`src/rtl/stage_fetch0_if.sv`:
```
// Fetch0 request, execute resolution and CSR redirect signals.
// Master is the fetch0 side; slave is the consumer/driver side.
interface stage_fetch0_if;
   logic        fe0_valid;
   logic        fe1_stall;
   logic        fe0_specid;
   logic [29:0] fe0_read_addr;
   logic        fe0_ic_read_req;
   logic        ex_valid;
   logic        ex_specid;
   logic        ex_br_taken;
   logic        ex_br_ntaken;
   logic [29:0] ex_br_target;
   logic        ex_btb_update;
   logic [29:0] ex_btb_pc;
   logic [29:0] ex_btb_target;
   logic        ex_btb_taken;
   logic        csr_kill;
   logic [29:0] csr_redirect_pc;

   modport master (
      output fe0_valid,
      output fe0_specid,
      output fe0_read_addr,
      output fe0_ic_read_req,
      input  fe1_stall,
      input  ex_valid,
      input  ex_specid,
      input  ex_br_taken,
      input  ex_br_ntaken,
      input  ex_br_target,
      input  ex_btb_update,
      input  ex_btb_pc,
      input  ex_btb_target,
      input  ex_btb_taken,
      input  csr_kill,
      input  csr_redirect_pc
   );

   modport slave (
      input  fe0_valid,
      input  fe0_specid,
      input  fe0_read_addr,
      input  fe0_ic_read_req,
      output fe1_stall,
      output ex_valid,
      output ex_specid,
      output ex_br_taken,
      output ex_br_ntaken,
      output ex_br_target,
      output ex_btb_update,
      output ex_btb_pc,
      output ex_btb_target,
      output ex_btb_taken,
      output csr_kill,
      output csr_redirect_pc
   );
endinterface

```
`src/rtl/stage_fetch0.sv`:
```
// First fetch stage: owns the fetch PC, the speculation ID
// and a direct-mapped BTB used for next-PC prediction.
module stage_fetch0 #(
   parameter logic [31:0] RESET_PC    = 32'h0000_0000,
   parameter int          BTB_ENTRIES = 16
) (
   input  logic           clk_core,
   input  logic           reset,
   stage_fetch0_if.master fe
);

   localparam int IDXW = $clog2(BTB_ENTRIES);
   localparam int TAGW = 30 - IDXW;
   localparam logic [29:0] RST_WA = RESET_PC[31:2];

   logic            valid_q;
   logic            specid_q;
   logic [29:0]     pc_q;
   logic            specid_d;
   logic [29:0]     pc_d;

   logic            mispredict;
   logic            btb_hit;
   logic [IDXW-1:0] lk_idx;
   logic [TAGW-1:0] lk_tag;
   logic [IDXW-1:0] wr_idx;
   logic [TAGW-1:0] wr_tag;

   logic [BTB_ENTRIES-1:0] btb_vld;
   logic [TAGW-1:0]        btb_tag [BTB_ENTRIES];
   logic [29:0]            btb_tgt [BTB_ENTRIES];

   assign lk_idx = pc_q[IDXW-1:0];
   assign lk_tag = pc_q[29:IDXW];
   assign wr_idx = fe.ex_btb_pc[IDXW-1:0];
   assign wr_tag = fe.ex_btb_pc[29:IDXW];

   // Same kill equation fetch1 applies to in-flight requests
   assign mispredict = fe.ex_valid &
      ((specid_q ^ fe.ex_specid) ? fe.ex_br_ntaken
                                 : fe.ex_br_taken);

   assign btb_hit = btb_vld[lk_idx] &
      (btb_tag[lk_idx] == lk_tag);

   always_comb begin
      pc_d     = pc_q;
      specid_d = specid_q;
      if (fe.csr_kill) begin
         pc_d = fe.csr_redirect_pc;
      end else if (mispredict) begin
         pc_d     = fe.ex_br_target;
         specid_d = fe.ex_br_taken ? ~fe.ex_specid
                                   : fe.ex_specid;
      end else if (fe.fe1_stall || !valid_q) begin
         pc_d = pc_q;
      end else if (btb_hit) begin
         pc_d     = btb_tgt[lk_idx];
         specid_d = ~specid_q;
      end else begin
         pc_d = pc_q + 30'd1;
      end
   end

   always_ff @(posedge clk_core) begin
      if (reset) begin
         valid_q  <= 1'b0;
         specid_q <= 1'b0;
         pc_q     <= RST_WA;
      end else begin
         valid_q  <= 1'b1;
         specid_q <= specid_d;
         pc_q     <= pc_d;
      end
   end

   always_ff @(posedge clk_core) begin
      if (reset) begin
         btb_vld <= '0;
      end else if (fe.ex_btb_update) begin
         if (fe.ex_btb_taken)
            btb_vld[wr_idx] <= 1'b1;
         else if (btb_tag[wr_idx] == wr_tag)
            btb_vld[wr_idx] <= 1'b0;
      end
   end

   // Payload arrays need no reset; the valid bits gate them
   always_ff @(posedge clk_core) begin
      if (!reset && fe.ex_btb_update && fe.ex_btb_taken) begin
         btb_tag[wr_idx] <= wr_tag;
         btb_tgt[wr_idx] <= fe.ex_btb_target;
      end
   end

   assign fe.fe0_valid       = valid_q;
   assign fe.fe0_specid      = specid_q;
   assign fe.fe0_read_addr   = pc_q;
   assign fe.fe0_ic_read_req = valid_q &
      (~fe.fe1_stall | fe.csr_kill | mispredict);

endmodule

```
`src/flat_wrapper.sv`:
```
// flat-port wrapper written by rule: the top's interface ports become plain ports
module stage_fetch0_flat 
#(
   parameter logic [31:0] RESET_PC    = 32'h0000_0000,
   parameter int          BTB_ENTRIES = 16
)
  (clk_core, reset, fe_fe0_valid, fe_fe0_specid, fe_fe0_read_addr, fe_fe0_ic_read_req, fe_fe1_stall, fe_ex_valid, fe_ex_specid, fe_ex_br_taken, fe_ex_br_ntaken, fe_ex_br_target, fe_ex_btb_update, fe_ex_btb_pc, fe_ex_btb_target, fe_ex_btb_taken, fe_csr_kill, fe_csr_redirect_pc);
  stage_fetch0_if fe_i ();
  input  logic clk_core;
  input  logic reset;
  output wire logic [$bits(fe_i.fe0_valid)-1:0] fe_fe0_valid;
  output wire logic [$bits(fe_i.fe0_specid)-1:0] fe_fe0_specid;
  output wire logic [$bits(fe_i.fe0_read_addr)-1:0] fe_fe0_read_addr;
  output wire logic [$bits(fe_i.fe0_ic_read_req)-1:0] fe_fe0_ic_read_req;
  input wire logic [$bits(fe_i.fe1_stall)-1:0] fe_fe1_stall;
  input wire logic [$bits(fe_i.ex_valid)-1:0] fe_ex_valid;
  input wire logic [$bits(fe_i.ex_specid)-1:0] fe_ex_specid;
  input wire logic [$bits(fe_i.ex_br_taken)-1:0] fe_ex_br_taken;
  input wire logic [$bits(fe_i.ex_br_ntaken)-1:0] fe_ex_br_ntaken;
  input wire logic [$bits(fe_i.ex_br_target)-1:0] fe_ex_br_target;
  input wire logic [$bits(fe_i.ex_btb_update)-1:0] fe_ex_btb_update;
  input wire logic [$bits(fe_i.ex_btb_pc)-1:0] fe_ex_btb_pc;
  input wire logic [$bits(fe_i.ex_btb_target)-1:0] fe_ex_btb_target;
  input wire logic [$bits(fe_i.ex_btb_taken)-1:0] fe_ex_btb_taken;
  input wire logic [$bits(fe_i.csr_kill)-1:0] fe_csr_kill;
  input wire logic [$bits(fe_i.csr_redirect_pc)-1:0] fe_csr_redirect_pc;
  assign fe_fe0_valid = fe_i.fe0_valid;
  assign fe_fe0_specid = fe_i.fe0_specid;
  assign fe_fe0_read_addr = fe_i.fe0_read_addr;
  assign fe_fe0_ic_read_req = fe_i.fe0_ic_read_req;
  assign fe_i.fe1_stall = fe_fe1_stall;
  assign fe_i.ex_valid = fe_ex_valid;
  assign fe_i.ex_specid = fe_ex_specid;
  assign fe_i.ex_br_taken = fe_ex_br_taken;
  assign fe_i.ex_br_ntaken = fe_ex_br_ntaken;
  assign fe_i.ex_br_target = fe_ex_br_target;
  assign fe_i.ex_btb_update = fe_ex_btb_update;
  assign fe_i.ex_btb_pc = fe_ex_btb_pc;
  assign fe_i.ex_btb_target = fe_ex_btb_target;
  assign fe_i.ex_btb_taken = fe_ex_btb_taken;
  assign fe_i.csr_kill = fe_csr_kill;
  assign fe_i.csr_redirect_pc = fe_csr_redirect_pc;
  stage_fetch0 #(.RESET_PC(RESET_PC), .BTB_ENTRIES(BTB_ENTRIES)) u_core (.clk_core(clk_core), .reset(reset), .fe(fe_i));
endmodule
```
`config.mk`:
```
export PLATFORM = sky130hd
export DESIGN_NAME = stage_fetch0_flat
export DESIGN_NICKNAME = d
export VERILOG_FILES = /design/src/rtl/stage_fetch0_if.sv /design/src/rtl/stage_fetch0.sv /design/src/flat_wrapper.sv
export SDC_FILE = /design/constraint.sdc
export NUM_CORES = 1
export LEC_CHECK = 0
export ABC_AREA = 1
export CAP_MARGIN = 10
export CORE_MARGIN = 3
export CORE_UTILIZATION = 45
export CTS_BUF_LIST = sky130_fd_sc_hd__clkbuf_4
export CTS_CLUSTER_DIAMETER = 50
export DETAILED_ROUTE_END_ITERATION = 16
export MAX_ROUTING_LAYER = met4
export SYNTH_ARGS = -nofsm -noshare
export SYNTH_HDL_FRONTEND = slang
export SYNTH_SLANG_ARGS = --single-unit
```
`constraint.sdc`:
```
create_clock -name clk_core -period 11.9 [get_ports clk_core]
set_input_delay 1.785 -clock clk_core [delete_from_list [all_inputs] [get_ports clk_core]]
set_output_delay 1.785 -clock clk_core [all_outputs]
set_load 0.1 [all_outputs]
```
==> Word-level counts from Yosys, hierarchy flattened <==
Memories as Yosys holds them, arrays and structs flattened. A register that Yosys moved wholly into a read port is not among the register bits.
Index checks and enable logic that the tools add are counted.
{ "word_totals": {"input_bits": 130, "memories": 2, "ff_bits": 48, "out_inout_bits": 33, "mem_bits_rw": 896} }
{ "classes": {"bitwise_logic": 13, "n_reduce_logical": 10, "add_sub_neg": 1, "n_lt_le_gt_ge": 3, "muxes": 22, "eq_ne": 4} }
{ "memory_table": {"columns": ["memory", "depth", "word_bits", "read_ports", "rd_ports_with_merged_regs", "wr", "line_no", "rtl"], "rows": [
  ["u_core.btb_tgt", 16, 30, 1, 1, 1, "stage_fetch0.sv:31", "logic [29:0] btb_tgt [BTB_ENTRIES];"],
  ["u_core.btb_tag", 16, 26, 2, 1, 1, "stage_fetch0.sv:30", "logic [TAGW-1:0] btb_tag [BTB_ENTRIES];"]
]} }
{ "op_table": {"columns": ["cell", "count"], "rows": [
  ["$mux 30", 4],
  ["$eq 26x26->1", 2],
  ["$mux 16", 2],
  ["$add 30x1->30 const B", 1],
  ["$and 16x16->16", 1],
  ["$mux 4", 4],
  ["$not 16->16", 1],
  ["$or 16x16->16", 1],
  ["$lt 4x5->1 const B", 2],
  ["$mux 1", 10],
  ["$bmux 1 s4", 1],
  ["$demux 1 s4", 1],
  ["$ge 4x1->1 const B", 1],
  ["$not 1->1", 4],
  ["$reduce_bool 2->1", 2],
  ["$and 1x1->1", 3],
  ["$logic_and 1x1->1", 3],
  ["$ne 3x2->1 const B", 1],
  ["$reduce_and 3->1", 1],
  ["$logic_not 1->1", 2],
  ["$ne 2x1->1 const B", 1],
  ["$or 1x1->1", 2],
  ["$reduce_and 2->1", 1],
  ["$logic_or 1x1->1", 1],
  ["$xor 1x1->1", 1]
]} }

==> Depth between registers and ports, before layout <==
{ "depth": {"ltp_word": 9, "ltp_mapped": 23, "ltp_nobuf": 20} }

==> Worst setup path before layout <==
No wires, ideal clock.
{ "synth_path": {"path_type": "input-to-reg", "start": "input port fe_ex_btb_pc[3]", "end": "memory u_core.btb_tag[3][0] (netlist name) (enable)", "setup_slack_ps": 4895, "setup_time_ps": 539, "t_arrival_ps": 6467, "stages": 4, "required_ps": 11361, "cell_sequence": "nor2_1 > clkbuf_1 > inv_1 > nor3_1"} }
{ "synth_rtl": {"columns": ["element", "line_no", "rtl"], "rows": [
  ["start, declared", "flat_wrapper.sv:22", "input wire logic [$bits(fe_i.ex_btb_pc)-1:0] fe_ex_btb_pc;"],
  ["end, declared", "stage_fetch0.sv:30", null]
]} }
Straight into the memory's write port.

==> Worst setup path after layout <==
{ "layout_path": {"start": "input port fe_ex_specid", "end": "output port fe_fe0_ic_read_req"} }
{ "layout_between": {"elab_chain_cells": 5} }
{ "layout_lines": {"columns": ["element", "line_no", "rtl"], "rows": [
  ["start, declared", "flat_wrapper.sv:17", "input wire logic [$bits(fe_i.ex_specid)-1:0] fe_ex_specid;"],
  ["$xor 1x1->1", "stage_fetch0.sv:40", "((specid_q ^ fe.ex_specid) ? fe.ex_br_ntaken"],
  ["$mux 1", "stage_fetch0.sv:40", null],
  ["$and 1x1->1", "stage_fetch0.sv:39", "assign mispredict = fe.ex_valid &"],
  ["$or 1x1->1", "stage_fetch0.sv:100", "(~fe.fe1_stall | fe.csr_kill | mispredict);"],
  ["$and 1x1->1", "stage_fetch0.sv:99", "assign fe.fe0_ic_read_req = valid_q &"],
  ["end, declared", "flat_wrapper.sv:14", "output wire logic [$bits(fe_i.fe0_ic_read_req)-1:0] fe_fe0_ic_read_req;"]
]} }
Every way passes these cells.

==> results.py <==
metrics = {
    "clock_tree": {
        "cts_resized": 0,
        "path_clk_slew_ps": 70,
        "worstSkewPairLatency_ps": 1150,
        "clock-sinks": 948,
        "cts-root-buf": "clkbuf_4",
        "cts_hold_buf": 0,
        "h-tree-depth": 4,
        "cts_tree": "built",
        "cts_setup_buffers": 0,
        "cts_buffer_depth": 3,
        "cts_made_buffers": 239,
    },
    "global_routing": {
        "gr-total-overflow": 0,
        "antenna_found_initial": 9,
        "grt_pass1_vias": 32297,
        "grt_pass1_wl_mm": 212,
        "grt_usage_pct": 30.0,
        "grt_max_degree": 215,
    },
    "sta": {
        "worst_slew_pin_slew_ps": 1150,
        "relSlewSlack_pct": 23.4,
        "clock-skew-final_ps": 92.6,
        "setup_viol": 0,
        "max_freq_mhz": 152,
        "worst_slack_ps": 5330,
        "grt_setup_unrepaired": "no",
        "setup_tns_ps": 0,
        "drv_slew": 0,
        "finalCritPeriodShare_pct": 55.2,
        "fin_crit_ps": 6570,
        "final-hold-violation-count": 0,
    },
    "synth": {
        "synth_fp_nets": 4336,
        "ys.flop_type": "edfxtp_1",
        "ys_seq_elements": 948,
        "async_reset_ff_share_pct": 0,
        "yosysWarnings": 0,
        "synth_edf_count": 896,
        "yosysUniqueCellTypes": 38,
        "syn_area_um2": 43200,
        "synth-seq-area-share_pct": 64.7,
        "syn_inst": 4205,
        "avgSynthCellArea_um2": 10.3,
    },
    "critical_path": {
        "crit_buf_inv": 4,
        "r2r_end": "u_core.fe.fe0_read_addr[18]$_SDFFE_PP0N_",
        "critPathMaxFanout": 63,
        "cp_top_family": "buffers and inverters",
        "worst_ep_required_time_ps": 10120,
        "cp-end-kind": "output pin",
        "arrival_ps": 4790,
        "cpMostUsedCell": "clkdlybuf4s50_1",
        "crit_slowest_cell": "clkdlybuf4s50_1",
        "crit_type": "input port to output pin",
        "crit_chain": "clkdlybuf4s50_1 > xnor2_1 > or2_2 > nand2_1 > nor2_1 > inv_2 > buf_4 > a31oi_1 > clkdlybuf4s50_1",
        "cp-start-kind": "input port",
        "critPathMaxStageDelay_ps": 1160,
        "reg2reg_depth": 18,
        "r2r_slack_ps": 6590,
    },
    "placed_design": {
        "dp_hpwl_mm": 81.2,
        "gp_congestion": 0.936,
        "post-place-cells": 5421,
        "dp_slack_ps": 4950,
        "numPortBuffers": 162,
    },
    "cells_and_area": {
        "fin_util_pct": 52.0,
        "final-seq-area_um2": 28000,
        "fillers": 8517,
        "finalNonFillerCells": 5864,
        "drive_above_1_share_pct": 11.1,
        "synthToLayoutAreaGrowth_pct": 13.5,
        "multi_input_area_um2": 13200,
        "nets": 4540,
    },
    "floorplanning": {
        "row_count": 112,
        "initial_core_util_pct": 45.9,
        "ios": 163,
        "core_area_um2": 94200,
        "die_y_um": 316,
        "dieArea_um2": 99700,
        "die_w_um": 316,
    },
    "job": {
        "cap_violations": 0,
    },
    "min_path": {
        "min_path_cells": 2,
        "hold_path_class": "flop to flop",
    },
    "power_and_ir_drop": {
        "p_leak_nw": 17.9,
        "irDropWorstVdd_mv": 0.0952,
        "power_density_nw_per_um2": 152,
    },
    "drt": {
        "ant_nets": 0,
        "drt-vias-per-instance": 5.88,
        "drtIter0Drc": 4365,
        "vias": 34462,
        "firstDrtPassIters": 6,
        "drcViolationCount": 0,
        "wl_mm": 147,
        "wire_per_inst_um": 25.1,
    },
    "outcome": {
        "status": "completed",
    },
}
how the worst max path moves through the flow:
stage,from,endpoint,slack [ps],depth (start not counted)
5_1_grt,fe_ex_specid,fe_fe0_ic_read_req,5210,9
2_1_floorplan,fe_ex_btb_pc[3],u_core.btb_tag[3][0]$_DFFE_PP_,4890,4
4_1_cts,fe_ex_specid,fe_fe0_ic_read_req,5340,9
6_report,fe_ex_specid,fe_fe0_ic_read_req,5330,9
3_5_place_dp,fe_ex_btb_pc[0],flop,4950,17
3_3_place_gp,fe_ex_btb_pc[0],flop,5100,18
registers in the layout, summed over array words and instances, names as in the netlist, named ones only:
register	cells
u_core.fe.fe0_valid	1
u_core.fe.fe0_read_addr	30
u_core.fe.fe0_specid	1
u_core.btb_tag	416
u_core.btb_tgt	480
cell usage in the layout (no fill, tap or decap), drive strengths merged, types with 2 or more instances in the layout:
cell | Yosys | routed
edfxtp | 896 | 896
nand2 | 855 | 855
nor2 | 552 | 552
o21ai | 475 | 475
clkbuf | 149 | 375
nand3 | 364 | 364
inv | 252 | 258
clkdlybuf4s50 | 0 | 160
a22oi | 136 | 136
o221ai | 95 | 95
buf | 120 | 72
o211ai | 54 | 54
a21oi | 53 | 53
dfxtp | 52 | 52
clkinv | 4 | 49
o22ai | 47 | 47
xor2 | 34 | 34
nor3 | 28 | 28
nand4 | 13 | 13
diode | 0 | 11
o21bai | 8 | 8
or2 | 7 | 7
nor4 | 5 | 5
clkinvlp | 0 | 3
xnor2 | 2 | 2
bufinv | 0 | 2
final cells by class:
class                      instances  area share, %
clock buffer                     375           5.75
multi-input combinational       2732           26.8
clock inverter                    56          0.641
timing repair buffer             232           4.43
antenna                           11         0.0562
inverter                         256           2.00
tap                             1254           3.20
sequential                       948           57.1
cells in the mapped netlist, types with 2 or more instances:
master,number,share of area (%)
xnor2_1,2,0.041
clkinv_1,4,0.035
o21ai_0,413,4.8
nand2_1,853,7.4
buf_2,78,0.90
o21bai_1,7,0.12
a22oi_1,136,2.4
buf_6,8,0.21
edfxtp_1,896,62
o21ai_1,62,0.72
nand4_1,13,0.19
nand3_1,364,4.2
or2_2,6,0.087
nor4_1,4,0.058
o22ai_1,47,0.68
a21oi_1,53,0.61
inv_2,8,0.070
nor2_1,547,4.8
clkbuf_1,148,1.3
dfxtp_1,52,2.4
o211ai_1,54,0.94
buf_1,18,0.16
nor3_1,28,0.32
nor2_4,4,0.10
buf_4,16,0.28
inv_1,244,2.1
xor2_1,34,0.69
nand2_2,2,0.029
o221ai_1,95,1.9
power breakdown:
group          internal (mW)  switching (mW)
Sequential              3.68          0.0529
Clock                   1.47            1.34
Combinational          0.243           0.650
worst min-delay path, cell delays in order, from the launching register on:
cell     delay, ps
dfxtp_1        330
a21oi_1         40
nor2_1          80
per-stage QoR:
stage | cell area, µm² | hold slack, ps | total power, mW
floorplan | 43200 | 451 | 4.31
finish | 49000 | 490 | 7.43
global route | 49000 | 519 | 7.72
CTS | 49000 | 491 | 7.46
detailed placement | 45800 | 473 | 4.67
global placement | 45800 | 466 | 4.67
cell families after synthesis:
group	count (synthesis)	share of synthesized area (%)
AO/OA/AOI/OAI	870	12.2
XOR/XNOR	36	0.730
adder cells (fa/ha/maj)	1	0.0290
buffers and inverters	525	5.07
flip-flops	948	64.7
AND/OR/NAND/NOR	1825	17.2
metal layers:
| layer | part of all wire (%) | vias to the layer above | GRT usage [%] |
|---|---|---|---|
| li1 | - | 15451 | - |
| met4 | 3.5 | 0 | 11.7 |
| met1 | 40 | 16580 | 40.1 |
| met2 | 44 | 2093 | 44.2 |
| met5 | 0 | - | - |
| met3 | 12 | 338 | 7.35 |
Power figures use the tool's default switching activity.
